### src/rtl/sync_reg_arbiter.sv
`default_nettype none
// ============================================================================
// Module      : sync_reg_arbiter
// Description : Round-robin arbiter guarding one shared synchronous register.
//               N requesters compete for ownership. The current owner writes
//               its data slice into 'result' on every edge that it keeps its
//               request high. Ownership is released when the owner drops its
//               request, or after MAX_HOLD captures. On release the next owner
//               is chosen in the same edge, so back-to-back grants have no idle
//               bubble.
// Ports       : clk          - single clock, rising-edge active
//               reset        - synchronous active-high reset
//               req[N]       - request per requester
//               data[N*W]    - write data, slice [i*W +: W] is requester i
//               gnt[N]       - registered one-hot owner (zero when idle)
//               gnt_id       - registered owner index (zero when idle)
//               result[W]    - shared register contents
//               result_valid - high for the single cycle after each capture
// Revision    : 1.0 - initial release
// ============================================================================
module sync_reg_arbiter #(
    parameter int N        = 4,
    parameter int W        = 8,
    parameter int MAX_HOLD = 4
) (
    input  logic                 clk,
    input  logic                 reset,
    input  logic [N-1:0]         req,
    input  logic [N*W-1:0]       data,
    output logic [N-1:0]         gnt,
    output logic [$clog2(N)-1:0] gnt_id,
    output logic [W-1:0]         result,
    output logic                 result_valid
);

    localparam int c_IW = $clog2(N);
    // hold_cnt only has to reach MAX_HOLD-1; keep at least one bit.
    localparam int c_HW = (MAX_HOLD > 1) ? $clog2(MAX_HOLD) : 1;

    localparam logic [0:0] c_IDLE  = 1'b0;
    localparam logic [0:0] c_OWNED = 1'b1;

    localparam logic [c_IW-1:0] c_LAST_ID  = c_IW'(N - 1);
    localparam logic [c_HW-1:0] c_LAST_HLD = c_HW'(MAX_HOLD - 1);

    // ------------------------------------------------------------------
    // State
    // ------------------------------------------------------------------
    logic [0:0]      state_q,    state_d;
    logic [c_IW-1:0] ptr_q,      ptr_d;
    logic [c_HW-1:0] hold_cnt_q, hold_cnt_d;
    logic [N-1:0]    gnt_q,      gnt_d;
    logic [c_IW-1:0] gnt_id_q,   gnt_id_d;
    logic [W-1:0]    result_q,   result_d;
    logic            result_valid_q, result_valid_d;

    // ------------------------------------------------------------------
    // Round-robin search: first set bit of r starting at 'start',
    // wrapping mod N. Returns {hit, index}.
    // ------------------------------------------------------------------
    function automatic logic [c_IW:0] f_search(
        input logic [c_IW-1:0] start,
        input logic [N-1:0]    r
    );
        logic            hit;
        logic [c_IW-1:0] idx;
        logic [c_IW-1:0] pos;
        hit = 1'b0;
        idx = '0;
        pos = start;
        for (int i = 0; i < N; i++) begin
            if (!hit && r[pos]) begin
                hit = 1'b1;
                idx = pos;
            end
            pos = (pos == c_LAST_ID) ? '0 : pos + c_IW'(1);
        end
        return {hit, idx};
    endfunction

    // ------------------------------------------------------------------
    // Shared combinational terms
    // ------------------------------------------------------------------
    logic            w_owner_req;
    logic            w_capture;
    logic [c_IW-1:0] w_next_k;
    logic [W-1:0]    w_owner_data;

    assign w_owner_req = req[gnt_id_q];
    assign w_capture   = (state_q == c_OWNED) && w_owner_req;
    // Where the search resumes after the current owner lets go.
    assign w_next_k    = (gnt_id_q == c_LAST_ID) ? '0 : gnt_id_q + c_IW'(1);

    // Owner data mux built from constant slices.
    always_comb begin
        w_owner_data = '0;
        for (int i = 0; i < N; i++) begin
            if (gnt_id_q == c_IW'(i)) begin
                w_owner_data = data[i*W +: W];
            end
        end
    end

    // ------------------------------------------------------------------
    // Process 1: state register
    // ------------------------------------------------------------------
    always_ff @(posedge clk) begin
        if (reset) begin
            state_q        <= c_IDLE;
            ptr_q          <= '0;
            hold_cnt_q     <= '0;
            gnt_q          <= '0;
            gnt_id_q       <= '0;
            result_q       <= '0;
            result_valid_q <= 1'b0;
        end else begin
            state_q        <= state_d;
            ptr_q          <= ptr_d;
            hold_cnt_q     <= hold_cnt_d;
            gnt_q          <= gnt_d;
            gnt_id_q       <= gnt_id_d;
            result_q       <= result_d;
            result_valid_q <= result_valid_d;
        end
    end

    // ------------------------------------------------------------------
    // Process 2: next-state / ownership logic
    // ------------------------------------------------------------------
    logic [c_IW:0] w_idle_srch;
    logic [c_IW:0] w_rel_srch;
    logic          w_release;

    assign w_idle_srch = f_search(ptr_q, req);
    assign w_rel_srch  = f_search(w_next_k, req);

    always_comb begin
        state_d    = state_q;
        ptr_d      = ptr_q;
        hold_cnt_d = hold_cnt_q;
        gnt_d      = gnt_q;
        gnt_id_d   = gnt_id_q;
        w_release  = 1'b0;

        case (state_q)
            c_IDLE: begin
                // Grant edge only; the first capture happens one edge later.
                if (w_idle_srch[c_IW]) begin
                    state_d    = c_OWNED;
                    gnt_d      = '0;
                    gnt_d[w_idle_srch[c_IW-1:0]] = 1'b1;
                    gnt_id_d   = w_idle_srch[c_IW-1:0];
                    hold_cnt_d = '0;
                end
            end
            c_OWNED: begin
                if (w_owner_req) begin
                    // The last permitted capture still happens, then we let go.
                    if (hold_cnt_q == c_LAST_HLD) begin
                        w_release = 1'b1;
                    end else begin
                        hold_cnt_d = hold_cnt_q + c_HW'(1);
                    end
                end else begin
                    w_release = 1'b1;
                end

                if (w_release) begin
                    ptr_d      = w_next_k;
                    hold_cnt_d = '0;
                    // Search starts past the old owner, so it is re-granted
                    // only when nobody else is asking.
                    if (w_rel_srch[c_IW]) begin
                        gnt_d    = '0;
                        gnt_d[w_rel_srch[c_IW-1:0]] = 1'b1;
                        gnt_id_d = w_rel_srch[c_IW-1:0];
                    end else begin
                        state_d  = c_IDLE;
                        gnt_d    = '0;
                        gnt_id_d = '0;
                    end
                end
            end
            default: begin
                state_d  = c_IDLE;
                gnt_d    = '0;
                gnt_id_d = '0;
            end
        endcase
    end

    // ------------------------------------------------------------------
    // Process 3: output / datapath logic
    // ------------------------------------------------------------------
    always_comb begin
        result_d       = result_q;
        result_valid_d = 1'b0;
        // Only the owner's slice ever reaches the register.
        if (w_capture) begin
            result_d       = w_owner_data;
            result_valid_d = 1'b1;
        end
    end

    assign gnt          = gnt_q;
    assign gnt_id       = gnt_id_q;
    assign result       = result_q;
    assign result_valid = result_valid_q;

endmodule
`default_nettype wire

### config.mk
export PLATFORM = sky130hd
export DESIGN_NAME = sync_reg_arbiter
export DESIGN_NICKNAME = d
export VERILOG_FILES = /design/src/rtl/sync_reg_arbiter.sv
export SDC_FILE = /design/constraint.sdc
export NUM_CORES = 1
export LEC_CHECK = 0
export ABC_AREA = 0
export BUFFER_PORTS_ARGS = -buffer_cell sky130_fd_sc_hd__buf_2
export CAP_MARGIN = 25
export CORE_MARGIN = 2
export CORE_UTILIZATION = 53
export CTS_BUF_LIST = sky130_fd_sc_hd__clkbuf_2 sky130_fd_sc_hd__clkbuf_4 sky130_fd_sc_hd__clkbuf_8
export DETAILED_ROUTE_END_ITERATION = 8
export GPL_TIMING_DRIVEN = 0
export PLACE_DENSITY = 0.88
export SYNTH_ARGS = -nofsm -noshare
export SYNTH_HDL_FRONTEND = slang
export SYNTH_SLANG_ARGS = --single-unit
### constraint.sdc
create_clock -name clk -period 3.5 [get_ports clk]
set_input_delay 0.525 -clock clk [delete_from_list [all_inputs] [get_ports clk]]
set_output_delay 0.525 -clock clk [all_outputs]
set_load 0.01 [all_outputs]
-- Yosys cells after proc, flatten, opt, wreduce, memory -nomap -nowiden
Cells that the tools add are included.
- bits in registers: 20
- logic and storage cells: 132
- $lt $le $gt $ge: 13
- eq/ne operators: 14
- reduce and logical (&&, ||, !) cells: 19
- bitwise operators: 1
- muxes and demuxes: 70
- add/sub/neg operators: 8
- operators by type and width (kind ; number):
    $mux W2 ; 22
    $lt A2 B3 Y1 const B ; 11
    $mux W8 ; 4
    $mux W1 ; 26
    $bmux W1 S2 ; 9
    $eq A2 B2 Y1 const B ; 9
    $add A2 B1 Y2 const B ; 8
    $mux W4 ; 3
    $logic_and A1 B1 Y1 ; 9
    $pmux W2 S2 ; 2
    $pmux W4 S2 ; 1
    $logic_not A1 Y1 ; 6
    $demux W1 S2 ; 2
    $ge A2 B1 Y1 const B ; 2
    $reduce_and A2 Y1 ; 2
    $ne A3 B1 Y1 const B ; 1
    $ne A3 B2 Y1 const B ; 1
    $reduce_and A3 Y1 ; 1
    $eq A2 B1 Y1 const B ; 1
    $logic_not A2 Y1 ; 1
    $ne A2 B1 Y1 const B ; 1
    $ne A2 B2 Y1 const B ; 1
    $pmux W1 S2 ; 1
    $not A1 Y1 ; 1

-- Depth between registers and ports, before layout
- word-level depth: 21
- gate-level depth with buffers: 12

-- Worst setup path after synthesis
No wires, ideal clock.
- kind: flip-flop to flip-flop
- from: reg gnt_id_q[0], in the netlist gnt_id[0]
- to: reg gnt_q[2], in the netlist gnt[2]
- setup slack: 0.621 ns
- setup time: 0.122 ns
- arrival: 2.757 ns
- required time: 3.378 ns
- buffers on the path: 3
- stages on the path, launching flop included: 12
- cells stage by stage: dfxtp_1 buf_2 clkbuf_1 inv_1 ha_1 buf_2 mux4_2 nand2b_1 nor3_1 o211ai_1 nor2b_1 a221o_1
- word-level cells in the longest chain between the ends: 21
- elaborated cells on any way between the ends: 48
- those cells by class: add/sub (4); order compare (2); eq/ne (5); mux (29); reduce/logical (8)
- ends and longest elaborated chain (element ; RTL line ; source):
    start: declaration ; 53 ; logic [c_IW-1:0] gnt_id_q, gnt_id_d;
    start signal: assignment ; 121 ; gnt_id_q <= gnt_id_d;
    $add A2 B1 Y2 / $eq A2 B2 Y1 (equally long branches) ; 92 ; assign w_next_k = (gnt_id_q == c_LAST_ID) ? '0 : gnt_id_q + c_IW'(1);
    $mux W2 * ; 92 ;
    via w_next_k[1] ; 86 ; logic [c_IW-1:0] w_next_k;
    parallel branches: the longest is 16 deep, another holds $lt A2 B3 Y1 ; -- ;
    $mux W4 * ; 173 ; if (w_rel_srch[c_IW]) begin
    $mux W4 * ; 168 ; if (w_release) begin
    $pmux W4 S2 * ; 145 ; case (state_q)
    end signal: assignment ; 120 ; gnt_q <= gnt_d;
    end: declaration ; 52 ; logic [N-1:0] gnt_q, gnt_d;
Mark *: on every way through the listed nets, which the timed path passes. The select of a mux whose other input is x is not followed.
A chain may end at the register's enable or synchronous reset.

-- Worst setup path after layout
- from: reg gnt_id_q[0], in the netlist gnt_id[0]
- to: reg gnt_q[3], in the netlist gnt[3]
Same word-level chain as after synthesis.

==> results.json <==
{
  "final_area_mm2": 0.00223,
  "vias_per_cell": 5.71,
  "finalHoldViolations": 0,
  "cts.sinks": 20,
  "root_buffer": "clkbuf_4",
  "crit_path_start_kind": "flop",
  "syn-instance-count": 242,
  "grt_pass1_vias": 1791,
  "fp.dieH_um": 63.2,
  "post_drt_wl_per_cell_um": 13.7,
  "power_density_mw_per_mm2": 532,
  "synth_enable_flop_cells": 0,
  "globalRoute.busiestLayer": "met2",
  "max_cap_viol_count": 0,
  "synth_seq_area_share_pct": 21.6,
  "final_net_count": 343,
  "die_w_um": 63.2,
  "setup_violators_final": 0,
  "postSynth.topFlopCell": "dfxtp_1",
  "timing.critical_path.depth": 11,
  "filler_cell_count": 295,
  "hpwlAfterDp_mm": 3.63,
  "worst-path-buf-inv": 4,
  "postLayoutSetupSlackWorst_ns": 0.416,
  "critical_path.max_stage_delay_ns": 0.53,
  "dp_worst_setup_slack_ns": 0.258,
  "timing_worst_slew_pin_value_ns": 0.557,
  "clockBufferDepth": 2,
  "global_route.usage.met1_pct": 34.3,
  "outcome": "completed",
  "crit_slowest_cell": "mux4_2",
  "final_min_period_over_clock_period_pct": 88.1,
  "synth.cell_area_mm2": 0.00186,
  "portBuffers": 52,
  "setup_repair_after_global_routing_missed_its_margin": "false",
  "cts_hold_repair.buffers": 0,
  "worstPathMaxFanout": 10,
  "grt_overflow_total": 0,
  "clk_pin_slew_ns": 0.11,
  "final_layout_size_suffix_gt1_share_pct": 26.8,
  "crit_path_kind": "reg2reg",
  "reg2reg_setup_slack_ns": 0.42,
  "timing.clock.skew_ns": 0.00269,
  "drt_pre_antenna_iters": 4,
  "data_arrival_critical_path_ns": 3.27,
  "post-synth-top-area-fraction_pct": 21.6,
  "worst_slew_margin_relative_to_its_limit_pct": 62.5,
  "cpMostUsedCell": "buf_2",
  "globalplace.congestion": 0.895,
  "drtAntennaViolNets": 0,
  "cts_tree": "built",
  "finalSetupTns_ns": 0,
  "vdd_drop_max_mv": 0.321,
  "worst_path_cell_trace": "buf_2 > clkbuf_2 > inv_1 > ha_1 > buf_2 > mux4_2 > nand2b_1 > nor3_1 > o211ai_1 > nor2b_1 > a221o_1",
  "cts_buffers": 3,
  "grt.met3_usage_pct": 3.57,
  "grt.met2_usage_pct": 38.6,
  "grt_first_pass_wirelength_mm": 8.09,
  "mappedNetlistNets": 286,
  "min_path_cells": 1,
  "initial_core_utilization_pct": 55.6,
  "clock_latency_ns": 0.29,
  "via_count": 1963,
  "worstHoldPathType": "reg2reg",
  "cts_setup_buffers": 0,
  "yosysWarningCount": 0,
  "max_slew_violation_total_from_the_final_report": 0,
  "grt_usage_pct": 24.1,
  "floorplan.io_pins": 53,
  "total_die_area_mm2": 0.00399,
  "crit_required_ns": 3.69,
  "rows": 21,
  "max_clock_freq_mhz": 324,
  "end_kind": "flop",
  "period_needed_ns": 3.08,
  "synth-async-reset-ratio_pct": 0,
  "std_cell_core_area_mm2": 0.00334,
  "drc_markers": 0,
  "htreeDepth": 1,
  "antenna_violations_before_repair": 0,
  "drt_iter0_markers": 96,
  "yosysUniqueCellTypes": 48,
  "reg2reg_depth": 11,
  "synth.ff_latch_count": 20,
  "antenna_cells_inserted": 0,
  "drt-total-wl_mm": 4.71,
  "family_of_cells_with_the_greatest_summed_delay_on_the_critical_path": "buffers and inverters",
  "placed_area_mm2": 0.00217,
  "grt_start_max_net_pins": 13,
  "leakagePower_uw": 0.000942,
  "synth.avg_cell_area_um2": 7.67,
  "hold_ws_ns": 0.503,
  "layout-area-overhead-vs-synth_pct": 20.1,
  "synth_top_area_cell": "dfxtp_1",
  "ys_top_cells_by_area": "dfxtp_1 (22%), nor2_1 (5.7%), mux4_2 (4.9%)"
}
-- cells in the mapped netlist, types with 3 or more instances --
cell       n
or3b_2     3
o21ai_0    9
dfxtp_1   20
nand2b_1  12
inv_1      9
nand3_1    7
a21oi_1   17
clkbuf_1  13
mux2i_1    7
nand3b_1   3
o211ai_1   5
a221oi_1   7
a211oi_1   7
nor3_1    12
buf_2      7
nor2b_1   14
mux4_2     4
nor2_1    28
nand2_1   14
ha_1       6
-- metal layers --
layer / wire [um] / part of all wire [%]
met5: 0 / 0
met4: 62 / 1.3
met3: 219 / 4.6
met2: 2180 / 46
met1: 2250 / 48
-- worst paths after layout --
| check | from | end |
|---|---|---|
| hold reg to reg | gnt[2] | gnt[2] |
| setup / recovery | gnt_id[0] | gnt[3] |
| setup reg to reg | gnt_id[0] | gnt[3] |
| hold / removal | gnt[2] | gnt[2] |
-- state kept, by name (all words and copies together) (netlist names) --
signal / count
state_q: 1
result: 8
gnt_id: 2
ptr_q: 2
gnt: 4
result_valid: 1
hold_cnt_q: 2
-- metrics by stage --
step | utilization, % | instances | power, uW
floorplan | - | 242 | 821
global placement | 65.1 | 340 | 976
detailed placement | 65.1 | 340 | 993
CTS | 66.7 | 344 | 1180
global route | 66.8 | 344 | 1280
finish | 66.8 | 344 | 1190
-- layout by cell type, fill, tap and decap left out, types with 7 or more instances in the layout --
master,n
a211oi_1,7
a21oi_1,17
a221oi_1,7
buf_2,59
clkbuf_1,12
dfxtp_1,20
inv_1,9
mux2i_1,7
nand2_1,14
nand2b_1,12
nand3_1,7
nor2_1,28
nor2b_1,14
nor3_1,12
o21ai_0,9
-- repair_timing --
| action | CTS | global route |
|---|---|---|
| hold endpoints to repair | 0 | 0 |
| endpoints found under the setup margin | 0 | 4 |
| gates resized for setup | 0 | 3 |
-- cells by family (layout without fill, tap and decap cells) --
family          after synthesis  count (layout)  synth area share (%)
mux                          13              13                  10.9
xor+xnor                      2               2                 0.944
flops                        20              20                  21.6
compound gates               65              65                  25.3
simple gates                104             104                  29.5
buf+inv                      32              88                  7.75
fa+ha+maj                     6               6                  4.05
-- where the power goes --
part           switching [uW]  leakage, uW  total [uW]  internal (uW)
sequential               29.3     0.000165         301            272
combinational             393     0.000749         699            306
clock                    69.8    0.0000279         185            116
-- area by class of cell --
type,instances,area [um2],area share [%]
well taps,46,57.6,2.58
multi-input cells,190,1310,58.8
plain buffers,23,113,5.05
inverters,9,33.8,1.52
clock inverters,1,30.0,1.35
clock buffers,3,22.5,1.01
flip-flops and latches,20,400,18.0
repair buffers,52,260,11.7
-- worst reg2reg max path: stages, from the launching register on --
cell,delay [ns]
dfxtp_1,0.41
buf_2,0.25
clkbuf_2,0.25
inv_1,0.13
ha_1,0.29
buf_2,0.18
mux4_2,0.53
nand2b_1,0.09
nor3_1,0.06
o211ai_1,0.36
nor2b_1,0.11
a221o_1,0.33
(Power assumes the default switching activity.)
